===== src/rtl/hazard_pkg.sv =====
// hazard_pkg
// Shared definitions for the hazard scoreboard slice: default parameter
// values and the stall reason encoding driven on stallReason.
// No ports (package).
package hazard_pkg;

  localparam int DEFAULT_REGISTER_COUNT = 32;
  localparam int DEFAULT_INDEX_WIDTH    = 5;
  localparam int DEFAULT_MAX_LATENCY    = 7;
  localparam int DEFAULT_LATENCY_WIDTH  = 3;

  // Reason codes, listed from lowest to highest priority
  typedef enum logic [1:0] {
    STALL_NONE        = 2'd0,
    STALL_DATA_HAZARD = 2'd1,
    STALL_INSTR_MEM   = 2'd2,
    STALL_DATA_MEM    = 2'd3
  } stall_reason_t;

endpackage


===== src/rtl/hazard_scoreboard_if.sv =====
// hazard_scoreboard_if
// Groups the decode-stage request signals and the scoreboard status outputs.
// master: pipeline side (drives decode info and memory-blocked flags,
//         observes stall, reason, busy mask and stall count)
// slave : scoreboard side (the opposite directions)
interface hazard_scoreboard_if
  import hazard_pkg::*;
#(
  parameter int REGISTER_COUNT = DEFAULT_REGISTER_COUNT,
  parameter int INDEX_WIDTH    = DEFAULT_INDEX_WIDTH,
  parameter int MAX_LATENCY    = DEFAULT_MAX_LATENCY,
  parameter int LATENCY_WIDTH  = DEFAULT_LATENCY_WIDTH
) ();

  logic [INDEX_WIDTH-1:0]    decodeStageLHSReadRegisterIndex;
  logic [INDEX_WIDTH-1:0]    decodeStageRHSReadRegisterIndex;
  logic [INDEX_WIDTH-1:0]    decodeStageWriteRegisterIndex;
  logic [LATENCY_WIDTH-1:0]  decodeStageWriteLatency;
  logic                      isDecodeStageValid;
  logic                      isInstructionMemoryBlocked;
  logic                      isDataMemoryBlocked;
  logic                      isPipelineFlushed;
  logic                      isPipelineStalled;
  logic [1:0]                stallReason;
  logic [REGISTER_COUNT-1:0] busyRegisterMask;
  logic [31:0]               stallCycleCount;

  modport master (
    output decodeStageLHSReadRegisterIndex, decodeStageRHSReadRegisterIndex,
           decodeStageWriteRegisterIndex, decodeStageWriteLatency,
           isDecodeStageValid, isInstructionMemoryBlocked,
           isDataMemoryBlocked, isPipelineFlushed,
    input  isPipelineStalled, stallReason, busyRegisterMask, stallCycleCount
  );

  modport slave (
    input  decodeStageLHSReadRegisterIndex, decodeStageRHSReadRegisterIndex,
           decodeStageWriteRegisterIndex, decodeStageWriteLatency,
           isDecodeStageValid, isInstructionMemoryBlocked,
           isDataMemoryBlocked, isPipelineFlushed,
    output isPipelineStalled, stallReason, busyRegisterMask, stallCycleCount
  );

endinterface


===== src/rtl/hazard_scoreboard_entry.sv =====
// scoreboard_entry
// One register's pending-result down-counter.
// Ports:
//   clk, reset  - clock and asynchronous active-high reset
//   load        - an issuing instruction targets this register
//   load_value  - latency to load (already clamped, nonzero)
//   count       - cycles left until the result is forwardable
//   busy        - count is nonzero
module scoreboard_entry
  import hazard_pkg::*;
#(
  parameter int LATENCY_WIDTH = DEFAULT_LATENCY_WIDTH
) (
  input  logic                     clk,
  input  logic                     reset,
  input  logic                     load,
  input  logic [LATENCY_WIDTH-1:0] load_value,
  output logic [LATENCY_WIDTH-1:0] count,
  output logic                     busy
);

  // A new issue replaces whatever was pending; otherwise count down to zero
  always_ff @(posedge clk or posedge reset) begin
    if (reset) begin
      count <= '0;
    end else if (load) begin
      count <= load_value;
    end else if (count != '0) begin
      count <= count - 1'b1;
    end
  end

  assign busy = (count != '0);

endmodule


===== src/rtl/hazard_scoreboard.sv =====
// hazard_scoreboard
// Decode-stage hazard detection: tracks pending register writes, stalls
// fetch/decode on data hazards or blocked memories, reports the stall reason
// and keeps a saturating count of stalled cycles.
// Ports:
//   clk, reset - clock and asynchronous active-high reset
//   bus        - hazard_scoreboard_if.slave (decode request, memory-blocked
//                flags, flush; stall, stallReason, busyRegisterMask,
//                stallCycleCount)
module hazard_scoreboard
  import hazard_pkg::*;
#(
  parameter int REGISTER_COUNT = DEFAULT_REGISTER_COUNT,
  parameter int INDEX_WIDTH    = DEFAULT_INDEX_WIDTH,
  parameter int MAX_LATENCY    = DEFAULT_MAX_LATENCY,
  parameter int LATENCY_WIDTH  = DEFAULT_LATENCY_WIDTH
) (
  input logic             clk,
  input logic             reset,
  hazard_scoreboard_if.slave bus
);

  logic [LATENCY_WIDTH-1:0]  counts [REGISTER_COUNT];
  logic [REGISTER_COUNT-1:0] busy;
  logic [LATENCY_WIDTH-1:0]  clamped_latency;
  logic                      lhs_pending;
  logic                      rhs_pending;
  logic                      waw_pending;
  logic                      data_hazard;
  logic                      stalled;
  logic                      issue;
  logic [31:0]               stall_count_q;
  stall_reason_t             reason;

  // Clamp only when the counter can represent values above MAX_LATENCY
  if (MAX_LATENCY < (1 << LATENCY_WIDTH) - 1) begin : g_clamp
    assign clamped_latency =
      (bus.decodeStageWriteLatency > LATENCY_WIDTH'(MAX_LATENCY))
        ? LATENCY_WIDTH'(MAX_LATENCY) : bus.decodeStageWriteLatency;
  end else begin : g_no_clamp
    assign clamped_latency = bus.decodeStageWriteLatency;
  end

  // Register 0 is hardwired zero and never tracked
  assign counts[0] = '0;
  assign busy[0]   = 1'b0;

  for (genvar i = 1; i < REGISTER_COUNT; i++) begin : g_entry
    scoreboard_entry #(
      .LATENCY_WIDTH(LATENCY_WIDTH)
    ) u_entry (
      .clk       (clk),
      .reset     (reset),
      .load      (issue && (bus.decodeStageWriteRegisterIndex == INDEX_WIDTH'(i))),
      .load_value(clamped_latency),
      .count     (counts[i]),
      .busy      (busy[i])
    );
  end

  // A result is forwardable in the cycle its counter reads 1, so a reader only
  // waits while the counter is above 1 (latency N costs N-1 stall cycles).
  // A writer waits until the older write would complete no later than its own.
  always_comb begin
    lhs_pending = (bus.decodeStageLHSReadRegisterIndex != '0) &&
                  (counts[bus.decodeStageLHSReadRegisterIndex] > LATENCY_WIDTH'(1));
    rhs_pending = (bus.decodeStageRHSReadRegisterIndex != '0) &&
                  (counts[bus.decodeStageRHSReadRegisterIndex] > LATENCY_WIDTH'(1));
    waw_pending = (bus.decodeStageWriteRegisterIndex != '0) &&
                  (counts[bus.decodeStageWriteRegisterIndex] > clamped_latency);
    data_hazard = !reset && bus.isDecodeStageValid &&
                  (lhs_pending || rhs_pending || waw_pending);
    stalled     = data_hazard || bus.isInstructionMemoryBlocked ||
                  bus.isDataMemoryBlocked;
    issue       = !reset && bus.isDecodeStageValid && !stalled &&
                  !bus.isPipelineFlushed &&
                  (bus.decodeStageWriteRegisterIndex != '0) &&
                  (clamped_latency != '0);
  end

  // Data memory outranks instruction memory, which outranks data hazards
  always_comb begin
    reason = STALL_NONE;
    if (bus.isDataMemoryBlocked) begin
      reason = STALL_DATA_MEM;
    end else if (bus.isInstructionMemoryBlocked) begin
      reason = STALL_INSTR_MEM;
    end else if (data_hazard) begin
      reason = STALL_DATA_HAZARD;
    end
  end

  // Saturating stalled-cycle counter
  always_ff @(posedge clk or posedge reset) begin
    if (reset) begin
      stall_count_q <= '0;
    end else if (stalled && (stall_count_q != 32'hFFFF_FFFF)) begin
      stall_count_q <= stall_count_q + 32'd1;
    end
  end

  assign bus.isPipelineStalled = stalled;
  assign bus.stallReason       = reason;
  assign bus.busyRegisterMask  = busy;
  assign bus.stallCycleCount   = stall_count_q;

endmodule


===== src/flat_wrapper.sv =====
// flat-port wrapper written by rule: the top's interface ports become plain ports
module hazard_scoreboard_flat import hazard_pkg::*;
#(
  parameter int REGISTER_COUNT = DEFAULT_REGISTER_COUNT,
  parameter int INDEX_WIDTH    = DEFAULT_INDEX_WIDTH,
  parameter int MAX_LATENCY    = DEFAULT_MAX_LATENCY,
  parameter int LATENCY_WIDTH  = DEFAULT_LATENCY_WIDTH
)
  (clk, reset, bus_decodeStageLHSReadRegisterIndex, bus_decodeStageRHSReadRegisterIndex, bus_decodeStageWriteRegisterIndex, bus_decodeStageWriteLatency, bus_isDecodeStageValid, bus_isInstructionMemoryBlocked, bus_isDataMemoryBlocked, bus_isPipelineFlushed, bus_isPipelineStalled, bus_stallReason, bus_busyRegisterMask, bus_stallCycleCount);
  hazard_scoreboard_if #(.REGISTER_COUNT(REGISTER_COUNT), .INDEX_WIDTH(INDEX_WIDTH), .MAX_LATENCY(MAX_LATENCY), .LATENCY_WIDTH(LATENCY_WIDTH)) bus_i ();
  input logic clk;
  input logic reset;
  input wire logic [$bits(bus_i.decodeStageLHSReadRegisterIndex)-1:0] bus_decodeStageLHSReadRegisterIndex;
  input wire logic [$bits(bus_i.decodeStageRHSReadRegisterIndex)-1:0] bus_decodeStageRHSReadRegisterIndex;
  input wire logic [$bits(bus_i.decodeStageWriteRegisterIndex)-1:0] bus_decodeStageWriteRegisterIndex;
  input wire logic [$bits(bus_i.decodeStageWriteLatency)-1:0] bus_decodeStageWriteLatency;
  input wire logic [$bits(bus_i.isDecodeStageValid)-1:0] bus_isDecodeStageValid;
  input wire logic [$bits(bus_i.isInstructionMemoryBlocked)-1:0] bus_isInstructionMemoryBlocked;
  input wire logic [$bits(bus_i.isDataMemoryBlocked)-1:0] bus_isDataMemoryBlocked;
  input wire logic [$bits(bus_i.isPipelineFlushed)-1:0] bus_isPipelineFlushed;
  output wire logic [$bits(bus_i.isPipelineStalled)-1:0] bus_isPipelineStalled;
  output wire logic [$bits(bus_i.stallReason)-1:0] bus_stallReason;
  output wire logic [$bits(bus_i.busyRegisterMask)-1:0] bus_busyRegisterMask;
  output wire logic [$bits(bus_i.stallCycleCount)-1:0] bus_stallCycleCount;
  assign bus_i.decodeStageLHSReadRegisterIndex = bus_decodeStageLHSReadRegisterIndex;
  assign bus_i.decodeStageRHSReadRegisterIndex = bus_decodeStageRHSReadRegisterIndex;
  assign bus_i.decodeStageWriteRegisterIndex = bus_decodeStageWriteRegisterIndex;
  assign bus_i.decodeStageWriteLatency = bus_decodeStageWriteLatency;
  assign bus_i.isDecodeStageValid = bus_isDecodeStageValid;
  assign bus_i.isInstructionMemoryBlocked = bus_isInstructionMemoryBlocked;
  assign bus_i.isDataMemoryBlocked = bus_isDataMemoryBlocked;
  assign bus_i.isPipelineFlushed = bus_isPipelineFlushed;
  assign bus_isPipelineStalled = bus_i.isPipelineStalled;
  assign bus_stallReason = bus_i.stallReason;
  assign bus_busyRegisterMask = bus_i.busyRegisterMask;
  assign bus_stallCycleCount = bus_i.stallCycleCount;
  hazard_scoreboard #(.REGISTER_COUNT(REGISTER_COUNT), .INDEX_WIDTH(INDEX_WIDTH), .MAX_LATENCY(MAX_LATENCY), .LATENCY_WIDTH(LATENCY_WIDTH)) u_core (.clk(clk), .reset(reset), .bus(bus_i));
endmodule

===== config.mk =====
export PLATFORM = sky130hd
export DESIGN_NAME = hazard_scoreboard_flat
export DESIGN_NICKNAME = d
export VERILOG_FILES = /design/src/rtl/hazard_pkg.sv /design/src/rtl/hazard_scoreboard_if.sv /design/src/rtl/hazard_scoreboard_entry.sv /design/src/rtl/hazard_scoreboard.sv /design/src/flat_wrapper.sv
export SDC_FILE = /design/constraint.sdc
export NUM_CORES = 1
export LEC_CHECK = 0
export CELL_PAD_IN_SITES_DETAIL_PLACEMENT = 1
export CELL_PAD_IN_SITES_GLOBAL_PLACEMENT = 1
export CORE_AREA = 2 2 200 123
export CTS_CLUSTER_DIAMETER = 150
export DETAILED_ROUTE_END_ITERATION = 12
export DIE_AREA = 0 0 202 125
export PLACE_DENSITY_LB_ADDON = 0.08
export SLEW_MARGIN = 20
export SYNTH_ARGS = -nofsm -noshare
export SYNTH_HDL_FRONTEND = slang
export SYNTH_SLANG_ARGS = --single-unit
export TNS_END_PERCENT = 100

===== constraint.sdc =====
create_clock -name clk -period 8.75 [get_ports clk]
set_input_delay 2.625 -clock clk [delete_from_list [all_inputs] [get_ports clk]]
set_output_delay 2.625 -clock clk [all_outputs]
set_load 0.1 [all_outputs]

==> impl_metrics.py <==
metrics = {
    "status": {
        "status": "completed",
    },
    "floorplanning": {
        "die_area_sq_um": 25300,
        "fp.coreArea_sq_um": 23600,
        "io_pins": 91,
        "initial_utilization_pct": 41.2,
        "fp-row-count": 44,
        "die_y_um": 125,
        "die-width_um": 202,
    },
    "timing": {
        "hold_violations": 0,
        "fin_crit_ns": 8.55,
        "hold_slack_ns": 0.498,
        "max_slew_margin_pct": 31.9,
        "setup_viol": 0,
        "finalCritPeriodShare_pct": 97.8,
        "rsz0062_at_grt": "no",
        "worstMarginPinSlew_ns": 1.02,
        "slew_viol_final": 0,
        "skew_ns": 0.00905,
        "fmax_mhz": 117,
    },
    "setup_path": {
        "path_class": "in2out",
        "path_cells": "dlygate4sd2_1 -> buf_4 -> buf_4 -> mux4_2 -> mux4_2 -> mux2_2 -> ha_1 -> o21a_1 -> o221ai_2 -> o2111ai_4 -> nor3_4 -> nor2_4 -> buf_12",
        "r2r_setup_slack_ns": 4.28,
        "cp.arrival_ns": 5.93,
        "r2r-end": "u_core.g_entry[14].u_entry.count[0]",
        "slowest_delay_ns": 0.48,
        "rr_worst_depth": 12,
        "critPathLaunchType": "input port",
        "worstPathRequired_ns": 6.12,
        "critical_path.max_fanout": 10,
        "setup.worst_path.end_class": "output port",
        "critPathBufInv": 4,
        "regToRegStartpoint": "u_core.g_entry[14].u_entry.count[1]",
        "cp_slowest_cell": "mux4_2",
        "crit_family": "multiplexers",
    },
    "drt": {
        "wirelength_mm": 29.8,
        "wl_per_cell_um": 21.9,
        "vias_per_cell": 5.56,
        "dr.first_iter.drc_count": 446,
        "ant_nets": 0,
        "met1_length_mm": 16.1,
        "wl_met3_mm": 1.91,
        "vias": 7561,
        "met2_length_mm": 11.5,
        "drc_errors": 0,
        "top_layer_used": "met4",
        "dr.pass1.iters": 5,
    },
    "clock_tree": {
        "h-tree-depth": 4,
        "clock_latency_ns": 0.43,
        "clk_pin_slew_ns": 0.06,
        "cts_sinks": 125,
        "post_cts_buffers": 0,
        "cts_inserted_buffers": 17,
        "cts_tree": "built",
        "postCtsHoldBufs": 0,
        "root_buffer": "clkbuf_16",
        "clk_path_buf_depth": 2,
    },
    "yosys": {
        "synth_ff_type": "dfrtp_1",
        "async_reset_ff_share_pct": 100,
        "avgSynthCellArea_sq_um": 10.1,
        "synth_area_sq_um": 9720,
        "yosys-top-cells-count": "125 x dfrtp_1, 91 x mux2i_1, 76 x inv_1",
        "synth_top_area_share_pct": 32.2,
        "ys_seq_elements": 125,
        "synth_fp_nets": 1051,
        "synth-edff-count": 0,
        "synthTopCellsByArea": "dfrtp_1 32%, mux2i_1 9.4%, ha_1 8.5%, mux4_2 7.0%, xnor2_1 3.2%",
        "seq_area_frac_synth_pct": 32.2,
        "synthCells": 961,
        "ys_warn_count": 0,
        "yosys.cell_types.count": 62,
        "yosys.area.top_type": "dfrtp_1",
        "synthMostInstantiatedCell": "dfrtp_1",
    },
    "finish": {
        "diodes": 0,
        "finalNetCount": 1114,
        "fillers": 2607,
        "fin_util_pct": 48.3,
        "areaGrowthSynthToFinish_pct": 17.3,
        "drive_above_1_share_pct": 14.4,
    },
    "worst_hold_path": {
        "min_from": "u_core.bus.stallCycleCount[31]",
        "hold_depth": 1,
        "hold_path_class": "reg2reg",
        "min_to": "u_core.bus.stallCycleCount[31]",
    },
    "pwr": {
        "switching_share_pct": 48.5,
        "p_clk_share_pct": 17.3,
        "p_per_area_nw_per_um2": 377,
        "p_sw_mw": 2.09,
        "sequentialPowerShare_pct": 28.1,
        "combPwrFrac_pct": 54.5,
        "p_leak_nw": 5.15,
        "intPower_mw": 2.22,
        "ir_worst_vdd_mv": 0.214,
    },
    "grt": {
        "grt_overflow": 0,
        "grt_max_degree": 71,
        "grtUsageTotal_pct": 24.4,
        "grt_pass1_vias": 7510,
        "antenna_found_initial": 0,
        "grt_pass1_wl_mm": 46.7,
    },
    "placed_design": {
        "gp_congestion": 0.854,
        "portBuffers": 89,
        "hpwl_mm": 22.3,
    },
    "flow_run": {
        "drv_cap": 0,
    },
}
-- cells by family (layout without fill, tap and decap cells) --
family,Yosys count,count (layout),share of synthesized area [%]
multiplexers,156,156,20.6
buffers and inverters,147,223,7.71
AO/OA/AOI/OAI,105,105,7.18
flip-flops,125,125,32.2
AND/OR/NAND/NOR,303,303,18.5
adder cells (fa/ha/maj),66,66,8.50
other,1,1,0.0386
XOR/XNOR,58,58,5.23
-- cell type report --
type	count	area [sq um]	share of cell area, %
clock buffer	22	474	4.16
clock inverter	10	138	1.21
inverter	76	289	2.53
multi-input combinational	689	5870	51.5
sequential	125	3130	27.4
tap	322	403	3.53
timing repair buffer	115	1100	9.67
-- power by group through the flow --
stage / Sequential, mW / Clock (mW) / Combinational, mW
after global routing: 1.24 / 0.789 / 2.58
after CTS: 1.19 / 0.767 / 2.36
after detailed placement: 1.20 / 0 / 2.34
final: 1.21 / 0.747 / 2.35
after floorplan: 1.15 / 0 / 1.85
after global placement: 1.21 / 0 / 2.28
-- worst max-delay path by stage --
stage / end / cells after the start / start / slack, ns
final: bus_isPipelineStalled / 13 / bus_decodeStageWriteRegisterIndex[1] / 0.20
after global routing: bus_isPipelineStalled / 14 / bus_decodeStageWriteRegisterIndex[1] / 0.02
after CTS: bus_isPipelineStalled / 12 / bus_decodeStageWriteRegisterIndex[0] / 0.1
after detailed placement: bus_isPipelineStalled / 13 / bus_decodeStageWriteRegisterIndex[1] / -0.09
after global placement: bus_isPipelineStalled / 13 / bus_decodeStageWriteRegisterIndex[1] / -0.03
after floorplan: bus_stallReason[0] / 12 / bus_decodeStageWriteRegisterIndex[0] / 0.07
-- layout by cell type (no fill, tap or decap), types with 3 or more instances in the layout --
cell type	netlist	routed
dfrtp_1	125	125
mux2i_1	91	91
clkdlybuf4s50_1	0	85
inv_1	76	75
nor2_1	75	74
nand2_1	66	66
ha_1	66	66
o21ai_0	45	45
nor3_1	40	40
nand2b_1	36	36
xnor2_1	36	36
mux4_2	30	30
buf_4	35	26
xor2_1	22	22
mux2_1	21	21
a21oi_1	20	20
clkbuf_16	0	17
nand4_4	13	13
and4_4	12	12
nand3_1	11	11
nand4_1	10	10
mux2_2	7	7
mux2_4	7	7
and3_1	6	6
nor2b_1	5	5
nor3b_1	5	5
o31ai_1	6	5
a211oi_1	5	5
o21a_1	3	3
or2_2	3	3
o211ai_1	3	3
or3_1	3	3
nor4_1	4	3
o311ai_1	3	3
a2111oi_1	3	3
clkinvlp_4	0	3
and4_1	3	3
clkbuf_8	0	3
clkinv_2	0	3
bufinv_16	0	3
-- timing repair --
action,4_1_cts,5_1_grt
cloned,0,0
endpoints found under the setup margin,2,1
endpoints found under the hold margin,0,0
resized for setup,1,1
-- routing by layer --
metal | global-route usage (%) | up-vias
met5 | 0 | -
met4 | 4.41 | 0
met3 | 5.37 | 15
met2 | 32.2 | 199
met1 | 39.9 | 3856
li1 | - | 3491
-- flip-flops by register name, indices dropped and copies added, names as in the netlist --
signal and count:
u_core.g_entry.u_entry.count 93, u_core.bus.stallCycleCount 32
-- through the flow --
stage / setup TNS (ns) / instance area (sq um) / worst slack [ns] / power, mW / std cells
after floorplan: 0 / 9750 / 0.0656 / 3.00 / 961
final: 0 / 11400 / 0.195 / 4.30 / 1359
after detailed placement: -0.0985 / 10800 / -0.0945 / 3.54 / 1327
after global routing: 0 / 11400 / 0.0182 / 4.60 / 1359
after CTS: 0 / 11400 / 0.0995 / 4.32 / 1359
after global placement: -0.0294 / 10800 / -0.0294 / 3.49 / 1327
(Power assumes the default switching activity.)
